[src/rtl/p4_wrapper_pkg.sv]
// p4_wrapper_pkg: shared constants for the P4 wrapper sideband logic
package p4_wrapper_pkg;
  localparam int MODE_PASS = 0;
  localparam int MODE_OVERRIDE = 1;
  localparam int SUME_DST_LSB = 24;
  localparam int SUME_DST_WIDTH = 8;
  localparam int SUME_SRC_LSB = 16;
  localparam int DEF_TUSER_WIDTH = 128;
  localparam int DEF_TUPLE_WIDTH = 128;
  localparam int DEF_DEPTH = 16;
endpackage

[src/rtl/tuser_tuple_bridge_if.sv]
// tuser_tuple_bridge_if: tapped AXIS handshakes, processor tuple ports and status of the bridge
interface tuser_tuple_bridge_if import p4_wrapper_pkg::*; #(
  parameter int TUSER_WIDTH = DEF_TUSER_WIDTH,
  parameter int TUPLE_WIDTH = DEF_TUPLE_WIDTH,
  parameter int DEPTH = DEF_DEPTH
);
  logic s_axis_tvalid, s_axis_tlast, s_axis_tready;
  logic [TUSER_WIDTH-1:0] s_axis_tuser;
  logic proc_in_tvalid, proc_in_tready;
  logic tuple_in_VALID;
  logic [TUPLE_WIDTH-1:0] tuple_in_DATA;
  logic tuple_out_VALID;
  logic [TUPLE_WIDTH-1:0] tuple_out_DATA;
  logic m_axis_tvalid, m_axis_tready, m_axis_tlast;
  logic [TUSER_WIDTH-1:0] m_axis_tuser;
  logic [$clog2(DEPTH+1)-1:0] fifo_count;
  logic underflow_err;
  modport master (
    output s_axis_tvalid, s_axis_tlast, s_axis_tuser, proc_in_tready,
    output tuple_out_VALID, tuple_out_DATA, m_axis_tvalid, m_axis_tready, m_axis_tlast,
    input s_axis_tready, proc_in_tvalid, tuple_in_VALID, tuple_in_DATA,
    input m_axis_tuser, fifo_count, underflow_err
  );
  modport slave (
    input s_axis_tvalid, s_axis_tlast, s_axis_tuser, proc_in_tready,
    input tuple_out_VALID, tuple_out_DATA, m_axis_tvalid, m_axis_tready, m_axis_tlast,
    output s_axis_tready, proc_in_tvalid, tuple_in_VALID, tuple_in_DATA,
    output m_axis_tuser, fifo_count, underflow_err
  );
endinterface

[src/rtl/sideband_fifo.sv]
// sideband_fifo: synchronous FIFO without fall-through; head reads 0 while empty
module sideband_fifo #(
  parameter int WIDTH = 8,
  parameter int DEPTH = 16
) (
  input  logic clk,
  input  logic rst,
  input  logic push,
  input  logic pop,
  input  logic [WIDTH-1:0] din,
  output logic [WIDTH-1:0] head,
  output logic [$clog2(DEPTH+1)-1:0] count,
  output logic full,
  output logic empty
);
  localparam int AW = $clog2(DEPTH);
  localparam int CW = $clog2(DEPTH+1);
  logic [WIDTH-1:0] mem [DEPTH];
  logic [AW-1:0] wr_ptr, rd_ptr;
  logic do_push, do_pop;
  assign full = count == CW'(DEPTH);
  assign empty = count == '0;
  assign do_push = push & ~full;
  assign do_pop = pop & ~empty;
  assign head = empty ? '0 : mem[rd_ptr];
  always_ff @(posedge clk) begin
    if (rst) begin
      wr_ptr <= '0;
      rd_ptr <= '0;
      count <= '0;
    end else begin
      if (do_push) wr_ptr <= wr_ptr + AW'(1);
      if (do_pop) rd_ptr <= rd_ptr + AW'(1);
      count <= count + CW'(do_push) - CW'(do_pop);
    end
  end
  always_ff @(posedge clk) if (do_push) mem[wr_ptr] <= din;
endmodule

[src/rtl/tuser_tuple_bridge.sv]
// tuser_tuple_bridge: carries per-packet tuser across the P4 processor via a SOP-indexed FIFO
module tuser_tuple_bridge import p4_wrapper_pkg::*; #(
  parameter int TUSER_WIDTH = DEF_TUSER_WIDTH,
  parameter int TUPLE_WIDTH = DEF_TUPLE_WIDTH,
  parameter int DEPTH = DEF_DEPTH,
  parameter int MODE = MODE_PASS,
  parameter int DST_LSB = SUME_DST_LSB,
  parameter int DST_WIDTH = SUME_DST_WIDTH
) (
  input logic clk_line,
  input logic clk_line_rst,
  tuser_tuple_bridge_if.slave bus
);
  logic in_sop, out_sop, full, empty, gate, in_acc, out_acc, push, pop, uf;
  logic [TUSER_WIDTH-1:0] head, live, hold;
  logic unused_tuple;
  assign unused_tuple = ^{bus.tuple_out_VALID, bus.tuple_out_DATA};
  // only a new packet is held back, so a packet never splits from its metadata
  assign gate = in_sop & full;
  assign bus.s_axis_tready = bus.proc_in_tready & ~gate;
  assign bus.proc_in_tvalid = bus.s_axis_tvalid & ~gate;
  assign in_acc = bus.s_axis_tvalid & bus.proc_in_tready & ~gate;
  assign push = in_acc & in_sop & ~clk_line_rst;
  assign out_acc = bus.m_axis_tvalid & bus.m_axis_tready;
  assign pop = out_acc & out_sop & ~empty;
  assign bus.tuple_in_VALID = push;
  assign bus.tuple_in_DATA = push ? TUPLE_WIDTH'(bus.s_axis_tuser) : '0;
  assign bus.m_axis_tuser = out_sop ? live : hold;
  assign bus.underflow_err = uf;
  sideband_fifo #(.WIDTH(TUSER_WIDTH), .DEPTH(DEPTH)) u_fifo (
    .clk(clk_line), .rst(clk_line_rst), .push(push), .pop(pop), .din(bus.s_axis_tuser),
    .head(head), .count(bus.fifo_count), .full(full), .empty(empty)
  );
  always_comb begin
    live = head;
    if (MODE == MODE_OVERRIDE && bus.tuple_out_VALID && !empty)
      live[DST_LSB +: DST_WIDTH] = bus.tuple_out_DATA[DST_WIDTH-1:0];
  end
  always_ff @(posedge clk_line) begin
    if (clk_line_rst) begin
      in_sop <= 1'b1;
      out_sop <= 1'b1;
      hold <= '0;
      uf <= 1'b0;
    end else begin
      if (in_acc) in_sop <= bus.s_axis_tlast;
      if (out_acc) out_sop <= bus.m_axis_tlast;
      if (out_acc && out_sop) hold <= live;
      if (out_acc && out_sop && empty) uf <= 1'b1;
    end
  end
endmodule

[src/flat_wrapper.sv]
// flat-port wrapper written by rule: the top's interface ports become plain ports
module tuser_tuple_bridge_flat import p4_wrapper_pkg::*;
#(
  parameter int TUSER_WIDTH = DEF_TUSER_WIDTH,
  parameter int TUPLE_WIDTH = DEF_TUPLE_WIDTH,
  parameter int DEPTH = DEF_DEPTH,
  parameter int MODE = MODE_PASS,
  parameter int DST_LSB = SUME_DST_LSB,
  parameter int DST_WIDTH = SUME_DST_WIDTH
)
  (clk_line, clk_line_rst, bus_s_axis_tvalid, bus_s_axis_tlast, bus_s_axis_tuser, bus_proc_in_tready, bus_tuple_out_VALID, bus_tuple_out_DATA, bus_m_axis_tvalid, bus_m_axis_tready, bus_m_axis_tlast, bus_s_axis_tready, bus_proc_in_tvalid, bus_tuple_in_VALID, bus_tuple_in_DATA, bus_m_axis_tuser, bus_fifo_count, bus_underflow_err);
  tuser_tuple_bridge_if #(.TUSER_WIDTH(TUSER_WIDTH), .TUPLE_WIDTH(TUPLE_WIDTH), .DEPTH(DEPTH)) bus_i ();
  input logic clk_line;
  input logic clk_line_rst;
  input wire logic [$bits(bus_i.s_axis_tvalid)-1:0] bus_s_axis_tvalid;
  input wire logic [$bits(bus_i.s_axis_tlast)-1:0] bus_s_axis_tlast;
  input wire logic [$bits(bus_i.s_axis_tuser)-1:0] bus_s_axis_tuser;
  input wire logic [$bits(bus_i.proc_in_tready)-1:0] bus_proc_in_tready;
  input wire logic [$bits(bus_i.tuple_out_VALID)-1:0] bus_tuple_out_VALID;
  input wire logic [$bits(bus_i.tuple_out_DATA)-1:0] bus_tuple_out_DATA;
  input wire logic [$bits(bus_i.m_axis_tvalid)-1:0] bus_m_axis_tvalid;
  input wire logic [$bits(bus_i.m_axis_tready)-1:0] bus_m_axis_tready;
  input wire logic [$bits(bus_i.m_axis_tlast)-1:0] bus_m_axis_tlast;
  output wire logic [$bits(bus_i.s_axis_tready)-1:0] bus_s_axis_tready;
  output wire logic [$bits(bus_i.proc_in_tvalid)-1:0] bus_proc_in_tvalid;
  output wire logic [$bits(bus_i.tuple_in_VALID)-1:0] bus_tuple_in_VALID;
  output wire logic [$bits(bus_i.tuple_in_DATA)-1:0] bus_tuple_in_DATA;
  output wire logic [$bits(bus_i.m_axis_tuser)-1:0] bus_m_axis_tuser;
  output wire logic [$bits(bus_i.fifo_count)-1:0] bus_fifo_count;
  output wire logic [$bits(bus_i.underflow_err)-1:0] bus_underflow_err;
  assign bus_i.s_axis_tvalid = bus_s_axis_tvalid;
  assign bus_i.s_axis_tlast = bus_s_axis_tlast;
  assign bus_i.s_axis_tuser = bus_s_axis_tuser;
  assign bus_i.proc_in_tready = bus_proc_in_tready;
  assign bus_i.tuple_out_VALID = bus_tuple_out_VALID;
  assign bus_i.tuple_out_DATA = bus_tuple_out_DATA;
  assign bus_i.m_axis_tvalid = bus_m_axis_tvalid;
  assign bus_i.m_axis_tready = bus_m_axis_tready;
  assign bus_i.m_axis_tlast = bus_m_axis_tlast;
  assign bus_s_axis_tready = bus_i.s_axis_tready;
  assign bus_proc_in_tvalid = bus_i.proc_in_tvalid;
  assign bus_tuple_in_VALID = bus_i.tuple_in_VALID;
  assign bus_tuple_in_DATA = bus_i.tuple_in_DATA;
  assign bus_m_axis_tuser = bus_i.m_axis_tuser;
  assign bus_fifo_count = bus_i.fifo_count;
  assign bus_underflow_err = bus_i.underflow_err;
  tuser_tuple_bridge #(.TUSER_WIDTH(TUSER_WIDTH), .TUPLE_WIDTH(TUPLE_WIDTH), .DEPTH(DEPTH), .MODE(MODE), .DST_LSB(DST_LSB), .DST_WIDTH(DST_WIDTH)) u_core (.clk_line(clk_line), .clk_line_rst(clk_line_rst), .bus(bus_i));
endmodule
[config.mk]
export PLATFORM = sky130hd
export DESIGN_NAME = tuser_tuple_bridge_flat
export DESIGN_NICKNAME = d
export VERILOG_FILES = /design/src/rtl/p4_wrapper_pkg.sv /design/src/rtl/tuser_tuple_bridge_if.sv /design/src/rtl/sideband_fifo.sv /design/src/rtl/tuser_tuple_bridge.sv /design/src/flat_wrapper.sv
export SDC_FILE = /design/constraint.sdc
export NUM_CORES = 2
export LEC_CHECK = 0
export BUFFER_PORTS_ARGS = -buffer_cell sky130_fd_sc_hd__buf_2
export CORE_MARGIN = 8
export CORE_UTILIZATION = 45
export CTS_BUF_LIST = sky130_fd_sc_hd__clkbuf_16
export CTS_CLUSTER_SIZE = 10
export DETAILED_ROUTE_END_ITERATION = 8
export GPL_TIMING_DRIVEN = 0
export PLACE_DENSITY = 0.66
export SYNTH_ARGS = -nofsm -noshare
export SYNTH_HDL_FRONTEND = slang
export SYNTH_SLANG_ARGS = --single-unit
[constraint.sdc]
create_clock -name clk_line -period 17.34 [get_ports clk_line]
set_input_delay 3.468 -clock clk_line [delete_from_list [all_inputs] [get_ports clk_line]]
set_output_delay 3.468 -clock clk_line [all_outputs]
set_load 0.005 [all_outputs]
==> out/metrics.csv <==
metric;value;unit
status;complete, no violations;
drtIter0Drc;4899;
synthXorXnorAreaFrac;0.0915;%
clock_path_buffers;3;
cp.arrival;6190;ps
syn_nets;4374;
finalCritPeriodShare;55.7;%
crit_type;primary input to primary output;
synth_cell_types;43;
die_h;453;um
hold-path-endpoint;u_core.u_fifo.rd_ptr[1];
p_clk_share;37.6;%
maxCapViolCount;0;
worst-path-max-fanout;10;
tightest_slew;1370;ps
clock_latency;860;ps
reg2reg_slack;12410;ps
cp_cell_sequence;buf_2 > nand2_1 > nor4_4 > buf_8 > clkbuf_1 > buf_2 > and2_1 > buf_2;
setup_viol;0;
ant_nets;0;
p_per_area;118;nW/um2
worstHoldStart;u_core.u_fifo.rd_ptr[1];
hold_viol_final;0;
maxSlewViolCount;0;
comb_power_share;13.2;%
dpl-instance-area;93900;um2
p_sw;2.94;mW
synthesis.area;86100;um2
min_period;9660;ps
synth_mux_area_share;18.2;%
die_area;206000;um2
p_int;9.00;mW
cp-end-kind;primary output;
synth_edf_count;2048;
slowest_delay;680;ps
antenna_found_initial;14;
layout_common_cells;edfxtp_1, mux4_2, buf_2, inv_1, mux2_2;
drc_errors;0;
num_rows;160;
synth_ff_type;edfxtp_1;
grt_pass1_wl;330000;um
peakVddDrop;109;uV
vias;44900;
r2r_start;u_core.u_fifo.count[2];
worst_r2r_endpoint;u_core.u_fifo.mem[3][24];
cts_resized;0;
skew;30.2;ps
cp_common_cell;buf_2;
syn2layout_area_growth;17.2;%
io_buffers;400;
cts_made_buffers;239;
required;13870;ps
die_w;453;um
boundaryPins;530;
wl_per_cell;30.4;um
vias_per_cell;5.90;
grt-ovfl-total;0;
finalInstanceArea;101000;um2
seq_power_share;49.2;%
pre_cts_ws;7580;ps
cts-root-buf;clkbuf_16;
postSynthCellCount;4097;
final_common_cell;edfxtp_1;
clkSinkCount;2196;
switching_share;24.6;%
slowest_stage;clkbuf_1;
ys_seq_area_share;74.8;%
worst_slack;7680;ps
grt_pass1_vias;46300;
power_leakage;32.6;nW
cts_tree;yes;
fmax;104;MHz
hpwl;153000;um
synthAdderAreaFrac;0.183;%
hold_buffers;0;
fillers;14700;
clk_pin_slew;50;ps
cts_setup_buffers;0;
grt_max_degree;26;
synth-simple-area-share;2.06;%
core;190000;um2
worstHoldPathType;flop to flop;
cp-start-kind;primary input;
rr_worst_depth;13;
synth_top_family_by_area;multiplexers;
slew_headroom;8.47;%
nets;5168;
ys_ff_latch;2196;
drive_gt1_share;32.5;%
hold_depth;2;
routabilityCongestion;0.796;
avgSynthCellArea;21.0;um2
initial_core_util;45.3;%
cts_max_level;4;
grt.total_usage;22.1;%
rsz0062_at_grt;false;
dr.pass1.iters;8;
yosysWarnings;0;
wirelength;231000;um
synth_compound_area_share;2.51;%
async_flop_share;0;%
-- per-stage QoR --
stage | hold WS (ps) | utilization, % | power [mW] | setup TNS, ps | instances
final | 538 | 53.1 | 11.9 | 0 | 7616
after global routing | 543 | 53.1 | 12.3 | 0 | 7614
after CTS | 529 | 53.1 | 12.0 | 0 | 7611
after detailed placement | 514 | 49.4 | 7.58 | 0 | 7161
after global placement | 507 | 48.0 | 7.57 | -8122510 | 7008
after floorplan | 460 | - | 6.88 | 0 | 4097
-- worst max-delay path, delay by kind of cell --
family	cells	cell delay, ps
and+or+nand+nor	3	870
buffers and inverters	5	1800
-- routing by layer --
layer / GRT usage [%] / up-vias / wire length, um
li1: - / 18700 / -
met1: 29.5 / 23900 / 92400
met2: 36.5 / 1943 / 114000
met3: 3.19 / 393 / 14600
met4: 9.60 / 4 / 10500
met5: 0 / - / 21
-- Yosys cell counts (all sizes together), types with 2 or more instances --
cell type	number	share of area (%)
edfxtp	2048	71
nor3	134	0.78
nand2	10	0.044
xnor2	6	0.061
o21ai	2	0.012
dfxtp	148	3.4
inv	137	0.60
nor4b	2	0.028
mux2i	128	1.5
nor4	3	0.039
mux2	256	3.3
nor2b	2	0.015
mux4	512	13
a21oi	6	0.035
xor2	3	0.031
and2	131	0.95
nor2	24	0.10
a221o	128	1.5
buf	108	0.83
nand3	4	0.023
ha	11	0.16
clkbuf	152	0.66
o22ai	128	0.93
nand2b	2	0.015
-- power groups by stage --
stage / clock network, mW / logic, mW / registers [mW]
after floorplan: 0 / 0.890 / 5.99
after global placement: 0 / 1.56 / 6.00
after detailed placement: 0 / 1.60 / 5.98
after CTS: 4.56 / 1.61 / 5.87
after global routing: 4.76 / 1.67 / 5.88
final: 4.49 / 1.57 / 5.88
-- worst max-delay path by stage --
| stage | from | endpoint | slack, ps | cells after the start |
|---|---|---|---|---|
| finish | bus_proc_in_tready | bus_tuple_in_DATA[122] | 7680 | 8 |
| global route | bus_proc_in_tready | bus_tuple_in_DATA[115] | 7560 | 8 |
| CTS | bus_proc_in_tready | bus_tuple_in_DATA[115] | 7580 | 8 |
| detailed placement | bus_proc_in_tready | bus_tuple_in_DATA[115] | 7580 | 8 |
| global placement | bus_s_axis_tvalid | u_core.u_fifo.mem[0][25] | -10450 | 6 |
| floorplan | clk_line_rst | u_core.u_fifo.mem[0][0] | 3620 | 4 |
-- sequential cells by signal, summed over array words and instances, names as in the netlist, named ones only --
name                      flops
u_core.hold                 128
u_core.u_fifo.mem          2048
u_core.bus.underflow_err      1
u_core.u_fifo.rd_ptr          4
u_core.u_fifo.wr_ptr          4
u_core.in_sop                 1
u_core.out_sop                1
u_core.u_fifo.count           5
-- cell families after synthesis --
group                    after synthesis
flip-flops                          2196
multiplexers                         896
buffers and inverters                397
AND/OR/NAND/NOR                      318
AO/OA/AOI/OAI                        269
adder cells (fa/ha/maj)               12
XOR/XNOR                               9
-- layout make-up --
| type | instances | area [um2] | area share (%) |
|---|---|---|---|
| Tap cell | 2511 | 3140 | 3.11 |
| Clock inverter | 211 | 1030 | 1.02 |
| Timing Repair Buffer | 553 | 4510 | 4.47 |
| Clock buffer | 239 | 5980 | 5.93 |
| Antenna cell | 5 | 12.5 | 0.0124 |
| Multi-Input combinational cell | 1504 | 20000 | 19.8 |
| Buffer | 260 | 1300 | 1.29 |
| Sequential cell | 2196 | 64500 | 63.9 |
| Inverter | 137 | 514 | 0.509 |
Note: power is estimated with default switching activity, not from simulation.
